**config.mk**
```make
export PLATFORM = sky130hd
export DESIGN_NAME = cic_decimator
export DESIGN_NICKNAME = d
export VERILOG_FILES = /design/src/rtl/cic_decimator.sv
export SDC_FILE = /design/constraint.sdc
export NUM_CORES = 1
export LEC_CHECK = 0
export BUFFER_PORTS_ARGS = -buffer_cell sky130_fd_sc_hd__buf_2
export CAP_MARGIN = 0
export CORE_ASPECT_RATIO = 0.9
export CORE_MARGIN = 2
export CORE_UTILIZATION = 35
export CTS_CLUSTER_DIAMETER = 60
export CTS_CLUSTER_SIZE = 30
export DETAILED_ROUTE_END_ITERATION = 8
export PLACE_DENSITY = 0.46
export SETUP_SLACK_MARGIN = 0.15
export SYNTH_ARGS = -nofsm -noshare
export SYNTH_HDL_FRONTEND = slang
export SYNTH_SLANG_ARGS = --single-unit
export TNS_END_PERCENT = 30
```
**constraint.sdc**
```tcl
create_clock -name clk -period 4.3 [get_ports clk]
set_clock_uncertainty 0.1 [all_clocks]
set_input_delay 0.86 -clock clk [delete_from_list [all_inputs] [get_ports clk]]
set_output_delay 0.86 -clock clk [all_outputs]
set_load 0.02 [all_outputs]
```
**src/rtl/cic_decimator.sv**
```systemverilog
// Fixed-ratio CIC decimator: NS pipelined integrators at the input rate,
// decimation on the upstream terminal-count strobe, NS comb stages with
// differential delay 1, truncated output taken from the top OW bits.
module cic_decimator #(
  parameter int unsigned DW = 16,
  parameter int unsigned R  = 64,
  parameter int unsigned NS = 3,
  parameter int unsigned BW = DW + NS * $clog2(R),
  parameter int unsigned OW = 16
) (
  input  logic                 clk,
  input  logic                 rst_n,
  input  logic                 en,
  input  logic signed [DW-1:0] din,
  input  logic                 dec_stb,
  output logic signed [OW-1:0] dout,
  output logic                 dout_valid
);

  // Integrator chain; wraps modulo 2^BW, the combs cancel the wrap.
  logic signed [BW-1:0] integ_q [NS];
  logic signed [BW-1:0] integ_d [NS];
  // comb_q[0] is the decimated capture, comb_q[k] the output of comb stage k.
  logic signed [BW-1:0] comb_q [NS+1];
  logic signed [BW-1:0] comb_d [NS+1];
  // dly_q[k-1] is the differential-delay register of comb stage k.
  logic signed [BW-1:0] dly_q [NS];
  logic signed [BW-1:0] dly_d [NS];
  logic [NS:0]          vld_q;
  logic [NS:0]          vld_d;
  logic signed [BW-1:0] din_ext;

  assign din_ext = BW'(din);

  // Next-state for integrators, decimation capture and comb pipeline.
  always_comb begin
    integ_d = integ_q;
    comb_d  = comb_q;
    dly_d   = dly_q;
    vld_d   = '0;
    if (en) begin
      integ_d[0] = integ_q[0] + din_ext;
      for (int k = 1; k < NS; k++) begin
        integ_d[k] = integ_q[k] + integ_q[k-1];
      end
    end
    if (en && dec_stb) begin
      comb_d[0] = integ_q[NS-1];
      vld_d[0]  = 1'b1;
    end
    for (int k = 1; k <= NS; k++) begin
      if (vld_q[k-1]) begin
        comb_d[k]  = comb_q[k-1] - dly_q[k-1];
        dly_d[k-1] = comb_q[k-1];
        vld_d[k]   = 1'b1;
      end
    end
  end

  // State registers with synchronous active-low clear.
  always_ff @(posedge clk) begin
    if (!rst_n) begin
      for (int k = 0; k < NS; k++) begin
        integ_q[k] <= '0;
        dly_q[k]   <= '0;
      end
      for (int k = 0; k <= NS; k++) begin
        comb_q[k] <= '0;
      end
      vld_q <= '0;
    end else begin
      integ_q <= integ_d;
      comb_q  <= comb_d;
      dly_q   <= dly_d;
      vld_q   <= vld_d;
    end
  end

  assign dout       = comb_q[NS][BW-1 -: OW];
  assign dout_valid = vld_q[NS];

  // Truncated LSBs are intentionally dropped.
  if (OW < BW) begin : g_trunc
    logic unused_lsb;
    assign unused_lsb = ^comb_q[NS][BW-OW-1:0];
  end

endmodule

```
# Yosys cells after proc, flatten, opt, wreduce, memory -nomap -nowiden
# Cells that the tools add are included.
[word_totals]
output_inout_bits = 17
register_bits = 344
[classes]
n_reduce_logical = 1
addsub = 6
muxes = 4
[op_table]
columns = ["op", "n"]
rows = [
  ["subtractor 34 bit", 3],
  ["adder 34 bit", 2],
  ["adder 34 x 16 -> 34 bit", 1],
  ["two-way mux 1 bit", 4],
  ["logical AND 1 bit", 1],
]

# Depth between registers and ports, before layout
[logic_depth]
ltp_word = 2
mapped_depth = 15

# Worst setup path before layout
# OpenSTA, ideal clock, no wires.
[synth_timing]
path_kind = "input -> register"
start = "input port din[0]"
end = "register integ_q[100] (netlist name)"
setup_time_ps = 122
slack_ps = 727
t_arrival_ps = 3351
cell_stages = 14
path_cell_list = "ha_1 -> inv_1 -> fa_1 -> nor2b_1 -> o21a_1 -> o21ai_1 -> o21ai_0 -> a31oi_1 -> o21ai_1 -> a21oi_1 -> o31ai_1 -> nand3_1 -> mux2i_1 -> a311o_1"
[synth_via]
elab_chain_len = 1
[synth_rtl]
columns = ["element", "line_no", "source"]
rows = [
  ["from (decl)", "14", "input logic signed [DW-1:0] din,"],
  ["adder 34 x 16 -> 34 bit", "42", "integ_d[0] = integ_q[0] + din_ext;"],
  ["to (signal assigned)", "72", "integ_q <= integ_d;"],
  ["to (decl)", "21", "logic signed [BW-1:0] integ_q [NS];"],
]
# No other way between the ends.
# A chain may end at the register's enable or synchronous reset.

# Worst setup path in the final report
[layout_timing]
start = "register comb_q[102] (netlist name)"
end = "register comb_q[100] (netlist name)"
[layout_via]
elab_chain_len = 1
[layout_rtl]
columns = ["element", "line_no", "source"]
rows = [
  ["from (decl)", "24", "logic signed [BW-1:0] comb_q [NS+1];"],
  ["from (signal assigned)", "73", "comb_q <= comb_d;"],
  ["subtractor 34 bit", "53", "comb_d[k] = comb_q[k-1] - dly_q[k-1];"],
]
# No other way between the ends.

==> impl_metrics.env <==
export IMPL_ir_worst_vdd_mv=0.1960
export IMPL_worst_pin_slew_ns=1.006
export IMPL_finalMaxSlewViolations=0
export IMPL_synthesis_area_sq_um=20840
export IMPL_cp_slowest_cell="fa_1"
export IMPL_synth_edf_count=0
export IMPL_grt_max_degree=66
export IMPL_start_util_pct=35.53
export IMPL_r2r_start="comb_q[102]"
export IMPL_crit_buf_inv=2
export IMPL_startpoint_type="flip-flop"
export IMPL_postCtsHoldBufs=0
export IMPL_clock_latency_ns=0.55
export IMPL_final_common_cell="nor2_1"
export IMPL_cts_root_buf="clkbuf_16"
export IMPL_cts_sinks=326
export IMPL_placement_io_buffers=36
export IMPL_cts_tree="built"
export IMPL_drtIter0Drc=784
export IMPL_antenna_found_initial=0
export IMPL_arrival_ns=3.95
export IMPL_fin_tns_setup_ns=0
export IMPL_synth_distinct_cells=77
export IMPL_maxCapViolCount=0
export IMPL_status="completed"
export IMPL_synth_top_flop_cell="dfxtp_1"
export IMPL_required_ns=4.63
export IMPL_drive_above_1_share_pct=5.899
export IMPL_async_flop_share_pct=0
export IMPL_vias=16571
export IMPL_cp_top_family="compound AO/OA/AOI/OAI gates"
export IMPL_path_class="reg2reg"
export IMPL_cp_max_fo=3
export IMPL_hpwlAfterDp_mm=34.83
export IMPL_rsz0062_at_grt="false"
export IMPL_hold_start="dout[15]"
export IMPL_period_needed_ns=3.619
export IMPL_die_h_um=235.5
export IMPL_n_antenna_cell=0
export IMPL_io_pins=37
export IMPL_hold_end="dout[15]"
export IMPL_cp_slowest_stage_delay_ns=0.42
export IMPL_syn_inst=2525
export IMPL_die_area_sq_um=61510
export IMPL_cts_setup_buffers=0
export IMPL_area_delta_synth_final_pct=10.03
export IMPL_post_route_period_util_pct=84.16
export IMPL_gp_congestion=0.8709
export IMPL_maxSlewHeadroom_pct=32.96
export IMPL_end_kind="flip-flop"
export IMPL_path_cells="inv_1, ha_1, inv_1, fa_1, a211oi_1, o21ai_0, a21oi_1, o21bai_1, a41oi_1, o21ai_0, a21o_1, nor3b_1, nor2_1, xnor2_1, o22ai_1"
export IMPL_clk_pin_slew_ns=0.07
export IMPL_final_cell_mix="339 x nor2_1, 323 x dfxtp_1, 212 x a21oi_1, 199 x mux2i_1, 197 x ha_1"
export IMPL_cts_buffers=37
export IMPL_wire_per_inst_um=14.25
export IMPL_route_detailed_drc=0
export IMPL_wl_mm=47.02
export IMPL_grt_pass1_wl_mm=79.24
export IMPL_routed_via_density=5.022
export IMPL_dr_pass1_iters=5
export IMPL_clock_path_buffers=3
export IMPL_seq_area_frac_synth_pct=31.32
export IMPL_yosysWarnings=0
export IMPL_power_density_nw_per_um2=395.8
export IMPL_clock_tree_htree_level_count=2
export IMPL_r2r_setup_slack_ns=0.68
export IMPL_hold_viol=0
export IMPL_setup_viol=0
export IMPL_row_count=84
export IMPL_core_area_sq_um=58650
export IMPL_cellLeakagePower_nw=9.729
export IMPL_gr_total_overflow=0
export IMPL_r2r_end="comb_q[100]"
export IMPL_die_w_um=261.2
export IMPL_synth_avg_cell_area_sq_um=8.253
export IMPL_first_global_vias=15751
export IMPL_reg2reg_depth=15
export IMPL_cts_resized=0
export IMPL_nets=2721
export IMPL_hold_class="reg2reg"
export IMPL_hold_depth=2
export IMPL_synth_seq_cells=326
export IMPL_hold_slack_ns=0.3502
export IMPL_ant_nets=0
export IMPL_synth_nets=2747
export IMPL_track_usage_pct=15.24
export IMPL_fmax_mhz=276.3
==> cell usage after synthesis (5+ instances only) <==
master,instances,area (sq um)
a211oi_1,31,232.7
a21o_1,86,645.6
a21oi_1,212,1061
a221o_1,5,50.05
a311o_1,6,60.06
a31o_2,7,61.31
a31oi_1,23,143.9
a41oi_1,6,52.55
and2_1,7,43.79
and3_1,15,93.84
and4_1,9,78.83
buf_1,21,78.83
buf_4,16,120.1
clkbuf_1,82,307.8
dfxtp_1,326,6526
fa_1,5,100.1
ha_1,197,2465
inv_1,146,548.0
mux2i_1,199,1992
nand2_1,186,698.2
nand2b_1,20,125.1
nand3_1,61,305.3
nand4_1,30,187.7
nor2_1,339,1272
nor2b_1,27,168.9
nor3_1,34,170.2
nor4_1,9,56.30
o2111ai_1,5,43.79
o211ai_1,17,127.6
o21a_1,20,150.1
o21ai_0,100,500.5
o21ai_1,10,50.05
o21bai_1,24,180.2
o311ai_0,7,61.31
o31a_1,5,43.79
o31ai_1,5,37.54
or3_1,18,112.6
xnor2_1,87,762.0
xor2_1,44,385.4
==> state kept, by name (all words and copies together) (netlist names) <==
| signal | count |
|---|---|
| dout | 16 |
| vld_q | 4 |
| integ_q | 102 |
| dly_q | 102 |
| comb_q | 102 |
==> cell families (layout without fill, tap and decap cells) <==
kind of cell / Yosys count / after routing / share of synthesized area (%)
AND/OR/NAND/NOR: 772 / 772 / 16.54
AO/OA/AOI/OAI: 627 / 627 / 19.62
XOR/XNOR: 131 / 131 / 5.506
flip-flops: 326 / 326 / 31.32
buffers and inverters: 267 / 268 / 5.098
multiplexers: 200 / 200 / 9.613
adder cells (fa/ha/maj): 202 / 202 / 12.31
==> where the power goes <==
| part | internal (W) | total (W) | leakage (nW) | switching, W |
|---|---|---|---|---|
| sequential | 0.00319 | 0.00337 | 2.64 | 0.000185 |
| combinational | 0.00107 | 0.00241 | 6.47 | 0.00134 |
| clock | 0.00184 | 0.00329 | 0.616 | 0.00145 |
==> layer usage <==
layer  part of all wire (%)  vias up  GRT usage [%]  routed length (um)
met1                     51     7436          20.96               24080
met4                    2.0        0          4.356                 948
met2                     44      155          24.68               20740
li1                       -     8921              -                   -
met3                    2.7       59          2.164                1254
met5                      0        -              0                   0
==> through the flow <==
stage	setup WS (ns)	cell area (sq um)	power [W]	utilization, %	cells
finish	0.6813	22930	0.009075	39.10	3300
global placement	0.2107	21660	0.005845	36.93	3234
global route	0.3224	22930	0.009659	39.10	3300
CTS	0.6332	22930	0.009224	39.10	3300
detailed placement	0.1548	21660	0.005863	36.93	3234
floorplan	0.7275	20840	0.005332	-	2525
==> layout make-up <==
cell class	instances	area, sq um
repair buffers	54	342.8
fillers	5951	35720
well taps	774	968.4
clock inverters	25	327.8
clock buffers	41	940.9
multi-input cells	1932	13250
flip-flops and latches	326	6535
inverters	148	563.0
==> worst max-delay path by stage <==
stage	from	end	slack, ns	depth (start not counted)
after floorplan	din[0]	integ_q[100]	0.73	14
after global placement	din[0]	integ_q[100]	0.21	15
after detailed placement	din[0]	integ_q[100]	0.15	15
after CTS	comb_q[102]	comb_q[100]	0.63	15
after global routing	comb_q[102]	comb_q[100]	0.32	15
final	comb_q[102]	comb_q[100]	0.68	15
==> worst min-delay path, delay by kind of cell (launching register included) <==
family | cells | cell delay [ns]
and+or+nand+nor | 1 | 0.05
DFF | 1 | 0.31
AOI/OAI and AO/OA | 1 | 0.05
Power figures use the tool's default switching activity.
